==> src/rtl/tt_um_akaur014_parity_tx.sv <==
// tt_um_akaur014_parity_tx: continuous odd-parity 3-bit frame transmitter (d0, d1, p) with a one-entry hold register.
// Optional TX_ERR_INJECT_EN: ui_in[3] marks a held frame to be sent with inverted parity.
module tt_um_akaur014_parity_tx #(
   parameter int SYNC_STAGES = 2,
   parameter int CNT_W       = 3
) (
   input  logic       clk,
   input  logic       rst_n,
   input  logic       ena,
   input  logic [7:0] ui_in,
   input  logic [7:0] uio_in,
   output logic [7:0] uo_out,
   output logic [7:0] uio_out,
   output logic [7:0] uio_oe
);
`ifdef TX_ERR_INJECT_EN
   localparam int SW = 4;
`else
   localparam int SW = 3;
`endif
   typedef enum logic [1:0] {IDLE, B0, B1, BP} state_t;
   state_t                            r_state, w_next;
   logic [SYNC_STAGES-1:0][SW-1:0]    r_sync;
   logic [SW-1:0]                     w_syn;
   logic                              r_prev, r_full, r_filler, r_line, r_ovf;
   logic [1:0]                        r_hold, r_frame, w_frame_n;
   logic [CNT_W-1:0]                  r_cnt;
   logic                              w_load, w_b0, w_avail, w_line_n, w_flip, w_unused;
   assign w_syn    = r_sync[SYNC_STAGES-1];
   assign w_load   = w_syn[2] & ~r_prev;
   assign w_unused = &{1'b0, ena, uio_in, ui_in[7:SW]};
   always_comb begin
      w_next    = r_state == B0 ? B1 : r_state == B1 ? BP : B0;
      w_b0      = w_next == B0;
      w_avail   = ~r_full | w_b0;
      w_frame_n = w_b0 ? (r_full ? r_hold : 2'b00) : r_frame;
      w_line_n  = w_next == B0 ? w_frame_n[0] :
                  w_next == B1 ? w_frame_n[1] : ~(w_frame_n[0] ^ w_frame_n[1]) ^ w_flip;
   end
   always_ff @(posedge clk or negedge rst_n) begin
      if (!rst_n) begin
         r_state  <= IDLE;
         r_sync   <= '0;
         r_prev   <= 1'b0;
         r_hold   <= 2'b00;
         r_full   <= 1'b0;
         r_frame  <= 2'b00;
         r_filler <= 1'b0;
         r_line   <= 1'b0;
         r_ovf    <= 1'b0;
         r_cnt    <= '0;
      end else begin
         r_state  <= w_next;
         r_sync   <= {r_sync[SYNC_STAGES-2:0], ui_in[SW-1:0]};
         r_prev   <= w_syn[2];
         r_frame  <= w_frame_n;
         r_filler <= w_b0 ? ~r_full : r_filler;
         r_line   <= w_line_n;
         // a frame boundary frees the slot, so a load on the same edge still fits
         if (w_load & w_avail) begin
            r_hold <= w_syn[1:0];
            r_full <= 1'b1;
         end else if (w_b0) r_full <= 1'b0;
         if (w_load & ~w_avail) r_ovf <= 1'b1;
         if (w_next == BP && !r_filler) r_cnt <= r_cnt + 1'b1;
      end
   end
`ifdef TX_ERR_INJECT_EN
   logic r_inj, r_finj;
   assign w_flip = w_b0 ? (r_full & r_inj) : r_finj;
   always_ff @(posedge clk or negedge rst_n) begin
      if (!rst_n) begin
         r_inj  <= 1'b0;
         r_finj <= 1'b0;
      end else begin
         r_finj <= w_flip;
         if (w_load & w_avail) r_inj <= w_syn[3];
      end
   end
`else
   assign w_flip = 1'b0;
`endif
   assign uo_out  = {r_cnt[2:0], r_ovf, ~r_full, r_filler, r_state == B0, r_line};
   assign uio_out = 8'h00;
   assign uio_oe  = 8'h00;
endmodule

==> config.mk <==
export PLATFORM = sky130hd
export DESIGN_NAME = tt_um_akaur014_parity_tx
export DESIGN_NICKNAME = d
export VERILOG_FILES = /design/src/rtl/tt_um_akaur014_parity_tx.sv
export SDC_FILE = /design/constraint.sdc
export NUM_CORES = 1
export LEC_CHECK = 0
export ABC_AREA = 1
export BUFFER_PORTS_ARGS = -buffer_cell sky130_fd_sc_hd__buf_4
export CAP_MARGIN = 15
export CORE_ASPECT_RATIO = 0.7
export CORE_UTILIZATION = 44
export DETAILED_ROUTE_END_ITERATION = 12
export PLACE_DENSITY_LB_ADDON = 0.25
export SLEW_MARGIN = 20
export SYNTH_ARGS = -nofsm -noshare
export SYNTH_HDL_FRONTEND = slang
export SYNTH_SLANG_ARGS = --single-unit
export TNS_END_PERCENT = 30
==> constraint.sdc <==
create_clock -name clk -period 1.8 [get_ports clk]
set_clock_uncertainty 0.2 [all_clocks]
set_input_delay 0.18 -clock clk [delete_from_list [all_inputs] [get_ports clk]]
set_output_delay 0.18 -clock clk [all_outputs]
set_load 0.03 [all_outputs]
# Yosys cells after proc, flatten, opt, wreduce, memory -nomap -nowiden
# Cells that the tools add are included.
[totals]
elab_cells = 37
reg_bits = 20
[classes]
addsub = 1
mux = 8
eq_ne = 5
reduce_logical = 3
n_bitwise = 9
[op_table]
columns = ["op", "n"]
rows = [
  ["2-bit 2-to-1 mux", 4],
  ["2-bit == test, second input constant", 3],
  ["2-bit by 1-bit == test with 1-bit output, second input constant", 2],
  ["1-bit 2-to-1 mux", 4],
  ["1-bit inverter", 4],
  ["3-bit by 1-bit adder with 3-bit output, second input constant", 1],
  ["1-bit bitwise AND", 3],
  ["2-bit nonzero test", 1],
  ["1-bit logical AND", 1],
  ["1-bit zero test", 1],
  ["1-bit bitwise OR", 1],
  ["1-bit XOR", 1],
]

# Logic depth before layout (Yosys ltp)
# Gate-level depths: netlist of run 1.
[depth]
ltp_word = 9
depth_mapped = 9
mapped_depth_nobuf = 9

# Worst setup path after synthesis of run 1
# Ideal clock, no wire load.
[synth_timing]
path_type = "register to register"
from = "register r_state[0]"
to = "register r_line"
period_less_slack_ns = 1.407
stages_incl_launch_ff = 10
n_path_buf = 0
path_slack_ns = 0.393
arrival_time_ns = 1.141
required_time_ns = 1.533
cell_sequence = "dfrtp_1 inv_1 ha_1 inv_2 nand2_1 nand2_4 inv_1 nand2_1 nand3_1 nand2_1"
[synth_via]
elab_chain_cells = 9
elab_cells_between_ends = 11
cone_classes = "eq/ne: 4; mux: 5; bitwise: 2"
[synth_lines]
columns = ["item", "line", "source"]
rows = [
  ["start, declared", "22", "state_t r_state, w_next;"],
  ["start signal, assigned", "53", "r_state <= w_next;"],
  ["2-bit == test", "33", "w_next = r_state == B0 ? B1 : r_state == B1 ? BP : B0;"],
  ["2-bit 2-to-1 mux", "33", ""],
  ["2-bit 2-to-1 mux *", "33", ""],
  ["via w_next[1]", "22", ""],
  ["2-bit by 1-bit == test with 1-bit output *", "34", "w_b0 = w_next == B0;"],
  ["2-bit 2-to-1 mux *", "36", "w_frame_n = w_b0 ? (r_full ? r_hold : 2'b00) : r_frame;"],
  ["via w_frame_n[1]", "26", "logic [1:0] r_hold, r_frame, w_frame_n;"],
  ["1-bit XOR", "38", "w_next == B1 ? w_frame_n[1] : ~(w_frame_n[0] ^ w_frame_n[1]) ^ w_flip;"],
  ["1-bit inverter", "38", ""],
  ["1-bit 2-to-1 mux *", "38", ""],
  ["1-bit 2-to-1 mux *", "37", "w_line_n = w_next == B0 ? w_frame_n[0] :"],
  ["via w_line_n", "28", "logic w_load, w_b0, w_avail, w_line_n, w_flip, w_unused;"],
  ["end signal, assigned", "58", "r_line <= w_line_n;"],
  ["end, declared", "25", "logic r_prev, r_full, r_filler, r_line, r_ovf;"],
]
# The timed path passes the listed nets; every way through them passes the cells marked *.
# A chain may end at the register's enable or synchronous reset.

# Worst setup path after layout of run 1
[layout_timing]
from = "register r_state[0]"
to = "register r_line"
[layout_via]
elab_chain_cells = 9
elab_cells_between_ends = 11
cone_classes = "eq/ne: 4; mux: 5; bitwise: 2"
[layout_lines]
columns = ["item", "line"]
rows = [
  ["2-bit == test", "33"],
  ["2-bit 2-to-1 mux", "33"],
  ["2-bit 2-to-1 mux *", "33"],
  ["via w_next[1]", "22"],
  ["2-bit by 1-bit == test with 1-bit output *", "34"],
  ["2-bit 2-to-1 mux *", "36"],
  ["via w_frame_n[0]", "26"],
  ["1-bit XOR", "38"],
  ["1-bit inverter", "38"],
  ["1-bit 2-to-1 mux", "38"],
  ["1-bit 2-to-1 mux *", "37"],
  ["via w_line_n", "28"],
]
# Marked as above.

==> results of run 1 <==
## layout by cell type, fill, tap and decap left out
cell type      instances
nand2_4                1
inv_2                  1
xor2_1                 1
dfrtp_1               20
clkbuf_8               1
inv_1                  7
nand3_1                6
conb_1                16
o21ai_0                1
dlygate4sd3_1          4
clkbuf_4               3
a31o_2                 1
mux2_2                 1
nand2_1               15
nor2_1                 3
ha_1                   3
buf_4                 12
xnor2_1                1
## metal layers
metal | GRT usage, % | vias up | wire, um
met4 | 1.88 | 0 | 0
li1 | - | 247 | -
met2 | 18.7 | 18 | 465
met3 | 7.06 | 0 | 63
met5 | 0 | - | 0
met1 | 13.9 | 214 | 559
## cell families after synthesis
kind of cell	count (synthesis)	share of synthesized area (%)
AOI/OAI and AO/OA	2	1.59
muxes	1	1.30
other	1	0.433
buffers and inverters	27	19.9
DFF	20	57.8
adders and majority gates	3	4.34
and+or+nand+nor	25	12.6
xor gates and xnor gates	2	2.02
## synthesized netlist by cell type (3+ instances only)
master   number
dfrtp_1      20
buf_4        19
nand2_1      15
inv_1         7
nand3_1       6
ha_1          3
nor2_1        3
## sequential cells by signal (all words and copies together), names as in the netlist
name	cells
r_cnt	3
r_filler	1
r_frame	2
r_full	1
r_hold	2
r_line	1
r_ovf	1
r_prev	1
r_state	2
r_sync	3
w_syn	3
## power by group through the flow
stage / combinational [mW] / clock [mW] / sequential (mW)
CTS: 0.294 / 0.266 / 0.554
global placement: 0.281 / 0 / 0.558
finish: 0.291 / 0.248 / 0.551
global route: 0.323 / 0.282 / 0.563
floorplan: 0.158 / 0 / 0.624
detailed placement: 0.286 / 0 / 0.564
## area by class of cell
type,count,area (um^2)
multi-input cells,49,249
well taps,22,27.5
inverters,8,30.0
fillers,166,881
repair buffers,16,130
flip-flops and latches,20,500
clock buffers,4,36.3
## worst paths after layout
check                           startpoint          to  depth (start not counted)
worst max-delay path            r_state[0]      r_line                          9
worst min-delay path                 rst_n       r_ovf                          2
worst max register to register  r_state[0]      r_line                          9
worst min register to register   r_sync[0]    w_syn[0]                          0
max in group asynchronous            rst_n  r_frame[0]                          2
min in group clk                 r_sync[0]    w_syn[0]                          0
==> metrics.md, run 1 <==
| Metric | Value |
|---|---|
| Outcome | `completed` |
| Cell at the root of the clock tree | `clkbuf_4` |
| Register clock-pin slew on the reported worst setup and hold paths | `approximately 110 ps` |
| Post-CTS repair timing setup buffer count | `0` |
| Final sum of negative setup slack | `0 ps` |
| Data required time of the worst path | `around 1800 ps` |
| Most area-hungry cell type in the Yosys netlist | `dfrtp_1` |
| Final standard cell count with taps included and fillers excluded | `119` |
| Tcrit/Tclk final | `85.5%` |
| Area of the core region | `1850 um^2` |
| P_sw | `0.353 mW` |
| Detail Route Antenna Nets | `0` |
| Area share of the largest cell type after synthesis | `57.8%` |
| TritonCTS clock tree | `built` |
| Core Util, Final | `52.5%` |
| Fraction of layout instances using a drive strength above 1 | `20.6%` |
| Min Hold Slack | `91.6 ps` |
| Global-route wire length before repair | `1.65 mm` |
| Antenna violations before repair | `0` |
| Number of buffers inserted by port buffering | `12` |
| Internal power of the cells | `0.736 mW` |
| Critical Path Slowest Stage Cell | `dfrtp_1` |
| # H-tree levels | `1` |
| Cell count after synthesis | `81` |
| Sequential element share of the synthesized area | `~58%` |
| Power per cell area | `around 1100 nW/um^2` |
| Violation count after the first detailed-route iteration | `2` |
| Max capacitance violation total | `0` |
| Die ar. | `2150 um^2` |
| Cell family contributing the most delay on the critical path | `simple AND/OR/NAND/NOR gates` |
| Vias per cell | `just over 4` |
| CTS resizes | `0` |
| Crit path buffers/inverters | `2` |
| Warnings, synthesis | `0` |
| Number of detailed-routing iterations run before antenna repair | `2` |
| Crit path capture type | `flop` |
| Setup slack after layout | `262 ps` |
| Netlist Area Pre-Place | `866 um^2` |
| Post-Synthesis Mean Instance Area | `roughly 11 um^2` |
| Final Cell Area | `973 um^2` |
| Main flop type after synthesis | `dfrtp_1` |
| Post-placement setup slack | `260 ps` |
| Initial Utilization | `~47%` |
| GRT Overall Usage | `11.8%` |
| Sw Share | `32.4%` |
| Time the worst path needs with I/O delays and setup | `between 1500 and 2000 ps` |
| Post-detail-place hpwl | `807 um` |
| Io pins | `43` |
| Comb pwr share | `26.7%` |
| CTS buffer count | `3` |
| Via count of the routed design | `479` |
| Cts-stage hold buffer count | `4` |
| Hold violation total from the final report | `0` |
| Routed length per instance | `9.14 um` |
| Flip-flop and latch count after synthesis | `20` |
| Final net count | `120` |
| Residual overflow from global routing | `0` |
| Overall Power | `roughly 1.1 mW` |
| Setup Crit Path Kind | `flop to flop` |
| Num Clock Sinks | `20` |
| Final Max Tran Viols | `0` |
| Total cell area at the placement stage | `897 um^2` |
| Maximum achievable frequency | `0.650 GHz` |
| Die outline width | `55.0 um` |
| Die span in y | `39.1 um` |
| Internal reg-to-reg setup slack | `260 ps` |
| Count of flip-flops with a built-in enable after synthesis | `0` |
| Share of power burned in registers | `50.6%` |
| Leakage | `0.527 nW` |
| Via count of the first global-routing pass | `385` |
| Antenna diode instance count | `0` |
| Max VDD drop | `984 uV` |
| # DRC | `0` |
| Maximum number of pins on one net before global-route repair | `21` |
| Fraction of registers with async set/reset | `100%` |
| Final number of setup-violating endpoints | `0` |
| RSZ-0062 raised after global routing | `false` |
| DRT Wirelength | `approximately 1.1 mm` |
| Max stage delay on crit path | `roughly 370 ps` |
| Crit path top cell by count | `nand2_1` |
| Final RePlAce weighted congestion | `around 0.68` |
| Post-synthesis cell type count | `15` |
| Maximum buffer depth of the clock tree | `2` |
| Cell Rows | `13` |
| Sort of element at the start of the critical path | `flop` |
| Main area contributors after synthesis | `dfrtp_1, buf_4, nand2_1` |
| Critical path fanouts, max | `8` |
| Share of total power in the clock network | `22.8%` |
| Syn-to-layout area delta | `12.4%` |
| Type of the most critical hold path | `input pin to async pin` |
| Endpoint arrival time on the critical path | `~1500 ps` |
| Cell count after placement | `111` |
| Cell Chain, Critical Path | `inv_1 > ha_1 > inv_2 > nand2_1 > nand2_1 > nor2_1 > nand2_1 > nand3_1 > nand2_1` |
| Clock latency reported for the late side of the worst-skew pair | `290 ps` |
Note: power is estimated with default switching activity, not from simulation.
==> inputs of run 2 (changes only) <==
--- a/config.mk
+++ b/config.mk
@@ -11,6 +11,7 @@
 export CORE_ASPECT_RATIO = 0.7
 export CORE_UTILIZATION = 44
 export DETAILED_ROUTE_END_ITERATION = 12
+export GPL_TIMING_DRIVEN = 0
 export PLACE_DENSITY_LB_ADDON = 0.25
 export SLEW_MARGIN = 20
 export SYNTH_ARGS = -nofsm -noshare
==> metrics.md, run 2 (synthesized netlist as in run 1, its figures left out) <==
| Metric | Value |
|---|---|
| P_sw | `approximately 0.36 mW` |
| Launch instance of the worst register-to-register path | `r_state[0]` |
| Tcrit/Tclk final | `85.1%` |
| Setup Crit Path Kind | `flop to flop` |
| Time the worst path needs with I/O delays and setup | `1530 ps` |
| RSZ-0062 raised after global routing | `false` |
| Maximum number of pins on one net before global-route repair | `21` |
| Antenna diode instance count | `0` |
| Reg-to-Reg End | `r_line` |
| Antenna violations before repair | `0` |
| Vias per cell | `~4.0` |
| Post-CTS repair timing setup buffer count | `0` |
| Detail Route Antenna Nets | `0` |
| Residual overflow from global routing | `0` |
| Core Util, Final | `between 50% and 60%` |
| GRT Overall Usage | `13.7%` |
| Routed length per instance | `8.67 um` |
| Critical path fanouts, max | `8` |
| Post-detail-place hpwl | `897 um` |
| Sw Share | `33.0%` |
| Leakage | `0.621 nW` |
| Number of buffers inserted by port buffering | `12` |
| Share of total power in the clock network | `~18%` |
| Area of the core region | `1850 um^2` |
| Register clock-pin slew on the reported worst setup and hold paths | `100 ps` |
| Multi-input gate area | `249 um^2` |
| Global-route wire length before repair | `around 1.9 mm` |
| Crit path capture type | `flop` |
| Sort of element at the start of the critical path | `flop` |
| Cell Rows | `13` |
| Outcome | `completed` |
| Number of detailed-routing iterations run before antenna repair | `2` |
| Maximum achievable frequency | `0.653 GHz` |
| Fillers | `157` |
| Die span in y | `about 39 um` |
| Cts-stage hold buffer count | `4` |
| Die outline width | `55.0 um` |
| Power per cell area | `978 nW/um^2` |
| Hold violation total from the final report | `0` |
| Area used by sequential logic in the layout | `500 um^2` |
| Fraction of layout instances using a drive strength above 1 | `around a third` |
| Share of power burned in registers | `51.5%` |
| TritonCTS clock tree | `built` |
| Syn-to-layout area delta | `27.3%` |
| Die ar. | `2150 um^2` |
| Type of the most critical hold path | `input pin to async pin` |
| Most common cell after layout, fill and taps aside | `buf_4` |
| Cell count after placement | `130` |
| Final standard cell count with taps included and fillers excluded | `roughly 140` |
| Data required time of the worst path | `1830 ps` |
| Final sum of negative setup slack | `0 ps` |
| CTS resizes | `0` |
| Final Max Tran Viols | `0` |
| Clock latency reported for the late side of the worst-skew pair | `about 280 ps` |
| Final RePlAce weighted congestion | `0.714` |
| Initial Utilization | `46.7%` |
| Internal power of the cells | `roughly 0.72 mW` |
| Via count of the first global-routing pass | `463` |
| Internal reg-to-reg setup slack | `about 270 ps` |
| # H-tree levels | `1` |
| Final number of setup-violating endpoints | `0` |
| Most frequent cells in the layout | `buf_4, dfrtp_1, conb_1` |
| Max capacitance violation total | `0` |
| # DRC | `0` |
| R2R depth | `9` |
| Comb pwr share | `between 30% and 40%` |
| Max VDD drop | `850 uV` |
| Final net count | `139` |
| Io pins | `43` |
| Cell at the root of the clock tree | `clkbuf_4` |
| Critical path launch point | `r_state[0]` |
| Via count of the routed design | `554` |
| Violation count after the first detailed-route iteration | `4` |
| Num Clock Sinks | `20` |
| Maximum buffer depth of the clock tree | `2` |
| CTS buffer count | `3` |
| DRT Wirelength | `1.19 mm` |
| Endpoint arrival time on the critical path | `1560 ps` |
-- run 2: how the worst max path moves through the flow --
stage | endpoint | cells past startpoint
after floorplan | r_line | 9
after global placement | r_line | 9
after detailed placement | r_line | 9
after CTS | r_line | 9
after global routing | r_line | 9
final | r_line | 9
-- run 2: routing by layer --
metal / wire, um / vias to the layer above / GRT usage [%]
met4: 0 / 0 / 3.75
met3: 92 / 0 / 5.88
li1: - / 285 / -
met1: 529 / 248 / 17.2
met2: 566 / 21 / 21.4
met5: 0 / - / 0
-- run 2: critical path, stage by stage (launching register included) --
cell,delay [ps]
dfrtp_1,360
inv_1,50
ha_1,330
inv_2,140
nand2_1,100
nand2_4,80
inv_1,40
nand2_1,50
nand3_1,70
nand2_1,60
-- run 2: final cells by class --
class | instances | share of cell area [%]
Buffer | 19 | 12.9
Clock buffer | 3 | 2.04
Inverter | 8 | 2.72
Multi-Input combinational cell | 49 | 22.6
Sequential cell | 20 | 45.4
Tap cell | 22 | 2.50
Timing Repair Buffer | 16 | 11.8
-- run 2: through the flow --
stage	worst slack [ps]	total power, mW	area (um^2)	hold WS [ps]
after floorplan	393	0.782	922	-316
after detailed placement	268	0.888	1040	-132
after global routing	127	1.15	1100	106
after CTS	252	1.09	1100	101
final	269	1.08	1100	103
after global placement	301	0.874	1040	-133
-- run 2: power by group through the flow --
stage | Combinational, mW | Sequential, mW | Clock (mW)
4_1_cts | 0.331 | 0.555 | 0.206
2_1_floorplan | 0.158 | 0.624 | 0
3_5_place_dp | 0.324 | 0.564 | 0
6_report | 0.328 | 0.555 | 0.196
5_1_grt | 0.361 | 0.563 | 0.226
3_3_place_gp | 0.315 | 0.558 | 0
==> inputs of run 3 (changes only) <==
--- a/config.mk
+++ b/config.mk
@@ -5,11 +5,10 @@
 export SDC_FILE = /design/constraint.sdc
 export NUM_CORES = 1
 export LEC_CHECK = 0
-export ABC_AREA = 1
 export BUFFER_PORTS_ARGS = -buffer_cell sky130_fd_sc_hd__buf_4
 export CAP_MARGIN = 15
 export CORE_ASPECT_RATIO = 0.7
-export CORE_UTILIZATION = 44
+export CORE_UTILIZATION = 43
 export DETAILED_ROUTE_END_ITERATION = 12
 export GPL_TIMING_DRIVEN = 0
 export PLACE_DENSITY_LB_ADDON = 0.25
==> metrics.md, run 3 <==
| Metric | Value |
|---|---|
| Commonest cells in the netlist | `dfrtp_1, buf_4, inv_1, ha_1, o21ai_0` |
| Warnings, synthesis | `0` |
| Final Cell Area | `1110 um^2` |
| Cell Chain, Critical Path | `inv_1 > ha_2 > inv_2 > a21oi_2 > mux2_1` |
| Antenna violations before repair | `0` |
| Data required time of the worst path | `1780 ps` |
| Max capacitance violation total | `0` |
| Io pins | `43` |
| Hold violation total from the final report | `0` |
| Die outline width | `55.4 um` |
| Most area-hungry cell type in the Yosys netlist | `dfrtp_1` |
| Fraction of layout instances using a drive strength above 1 | `37.7%` |
| Antenna diode instance count | `0` |
| Synthesized-area fraction occupied by ao, oa, aoi and oai cells | `under 10%` |
| Count of flip-flops with a built-in enable after synthesis | `0` |
| Max VDD drop | `~780 uV` |
| Most frequent cells in the layout | `buf_4, dfrtp_1, conb_1` |
| Global-route wire length before repair | `1.84 mm` |
| Area used by sequential logic in the layout | `500 um^2` |
| Via count of the routed design | `around 500` |
| Combinational family with the most area after synthesis | `buffers and inverters` |
| Overall Power | `1.14 mW` |
| # H-tree levels | `1` |
| Total cell area at the placement stage | `1030 um^2` |
| Leakage | `0.593 nW` |
| Number of buffers inserted by port buffering | `12` |
| Clock latency reported for the late side of the worst-skew pair | `about 290 ps` |
| Area share of the largest cell type after synthesis | `just under 60%` |
| Post-Synthesis Mean Instance Area | `about 12 um^2` |
| Sequential element share of the synthesized area | `about three fifths` |
| Basic-gate share of the synthesized area counting and, or, nand and nor cells | `3.50%` |
| Main flop type after synthesis | `dfrtp_1` |
| Crit path buffers/inverters | `2` |
| Routed length per instance | `roughly 9.3 um` |
| Initial Utilization | `45.8%` |
| Vias per cell | `between 3 and 4` |
| Cell at the root of the clock tree | `clkbuf_4` |
| Setup slack after layout | `84.8 ps` |
| Max stage delay on crit path | `approximately 380 ps` |
| Register clock-pin slew on the reported worst setup and hold paths | `~100 ps` |
| Flip-flop and latch count after synthesis | `20` |
| Syn-to-layout area delta | `29.5%` |
| Netlist Area Pre-Place | `857 um^2` |
| Multi-input gate area | `243 um^2` |
| Area of the core region | `about 1900 um^2` |
| Fillers | `162` |
| Sort of element at the start of the critical path | `flop` |
| Cell Rows | `13` |
| Power per cell area | `~1000 nW/um^2` |
| Crit path capture type | `flop` |
| XOR/XNOR share of the synthesized area | `3.07%` |
| Cell count after synthesis | `71` |
| Cell family contributing the most delay on the critical path | `flip-flops` |
| Critical path fanouts, max | `7` |
| Maximum number of pins on one net before global-route repair | `21` |
| Fraction of registers with async set/reset | `100%` |
| Maximum buffer depth of the clock tree | `2` |
| DRT Wirelength | `1.19 mm` |
| Final number of setup-violating endpoints | `0` |
| Final net count | `129` |
| Type of the most critical hold path | `input pin to async pin` |
| Core Util, Final | `about three fifths` |
| Outcome | `completed` |
| Maximum achievable frequency | `0.583 GHz` |
| Post-synthesis cell type count | `19` |
| Residual overflow from global routing | `0` |
| Final RePlAce weighted congestion | `0.751` |
| Multiplexer share of the synthesized area | `5.26%` |
| Tcrit/Tclk final | `95.3%` |
| # DRC | `0` |
| Endpoint arrival time on the critical path | `1700 ps` |
| Area share of fa/ha/maj cells after synthesis | `roughly 4.4%` |
| Setup Crit Path Kind | `flop to flop` |
| Detail Route Antenna Nets | `0` |
| TritonCTS clock tree | `built` |
| Cell count after placement | `120` |
| Final standard cell count with taps included and fillers excluded | `128` |
| Die ar. | `2180 um^2` |
| RSZ-0062 raised after global routing | `false` |
| Post-placement setup slack | `~68 ps` |
| Main area contributors after synthesis | `dfrtp_1, buf_4, ha_1` |
| Post-detail-place hpwl | `868 um` |
| GRT Overall Usage | `12.2%` |
| Most common cell after layout, fill and taps aside | `buf_4` |
| Critical Path Slowest Stage Cell | `dfrtp_1` |
| Time the worst path needs with I/O delays and setup | `1720 ps` |
| Final Max Tran Viols | `0` |
| Min Hold Slack | `between 80 and 90 ps` |
| Final sum of negative setup slack | `0 ps` |
| Via count of the first global-routing pass | `around 400` |
| Dominant cell by count in the synthesized netlist | `dfrtp_1` |
| Die span in y | `39.4 um` |
| Violation count after the first detailed-route iteration | `8` |
| Num Clock Sinks | `20` |
| Number of detailed-routing iterations run before antenna repair | `3` |
| CTS buffer count | `3` |
==> run 3: final cells by class <==
type / instances / area share [%]
inverter: 8 / 2.71
timing repair buffer: 16 / 11.7
sequential: 20 / 45.1
buffer: 19 / 12.9
tap: 22 / 2.48
multi-input combinational: 39 / 21.9
clock buffer: 4 / 3.27
==> run 3: logic make-up after synthesis <==
| kind of cell | after synthesis |
|---|---|
| compound gates | 7 |
| mux | 4 |
| simple gates | 6 |
| xor+xnor | 3 |
| other cells | 1 |
| buf+inv | 27 |
| flops | 20 |
| fa+ha+maj | 3 |
==> run 3: path summary, 6_finish.rpt <==
| kind | start | to | slack [ps] | cells past startpoint |
|---|---|---|---|---|
| max | r_state[0] | r_hold[0] | 80 | 5 |
| min | rst_n | r_line | 80 | 2 |
| max reg2reg | r_state[0] | r_hold[0] | 80 | 5 |
| min reg2reg | r_sync[1] | w_syn[1] | 150 | 0 |
| max in group asynchronous | rst_n | w_syn[0] | 1120 | 2 |
| min in group clk | r_sync[1] | w_syn[1] | 150 | 0 |
==> run 3: what timing repair did <==
item | CTS | global route
hold buffers | 4 | 0
setup endpoints to repair | 0 | 2
buffers inserted | 0 | 0
hold endpoints to repair | 23 | 0
gates resized for setup | 0 | 1
==> run 3: power breakdown <==
part / total (mW) / internal (mW) / leakage [nW] / switching [mW]
clock: 0.247 / 0.123 / 0.0210 / 0.124
sequential: 0.562 / 0.514 / 0.236 / 0.0476
combinational: 0.328 / 0.138 / 0.336 / 0.191
total: 1.14 / 0.775 / 0.593 / 0.362
==> run 3: metal layers <==
| layer | up-vias | share of wire, % | GRT usage (%) |
|---|---|---|---|
| met1 | 221 | 44 | 14.5 |
| met2 | 20 | 47 | 18.7 |
| met4 | 0 | 0.50 | 3.75 |
| li1 | 256 | - | - |
| met5 | - | 0 | 0 |
| met3 | 2 | 7.9 | 7.26 |
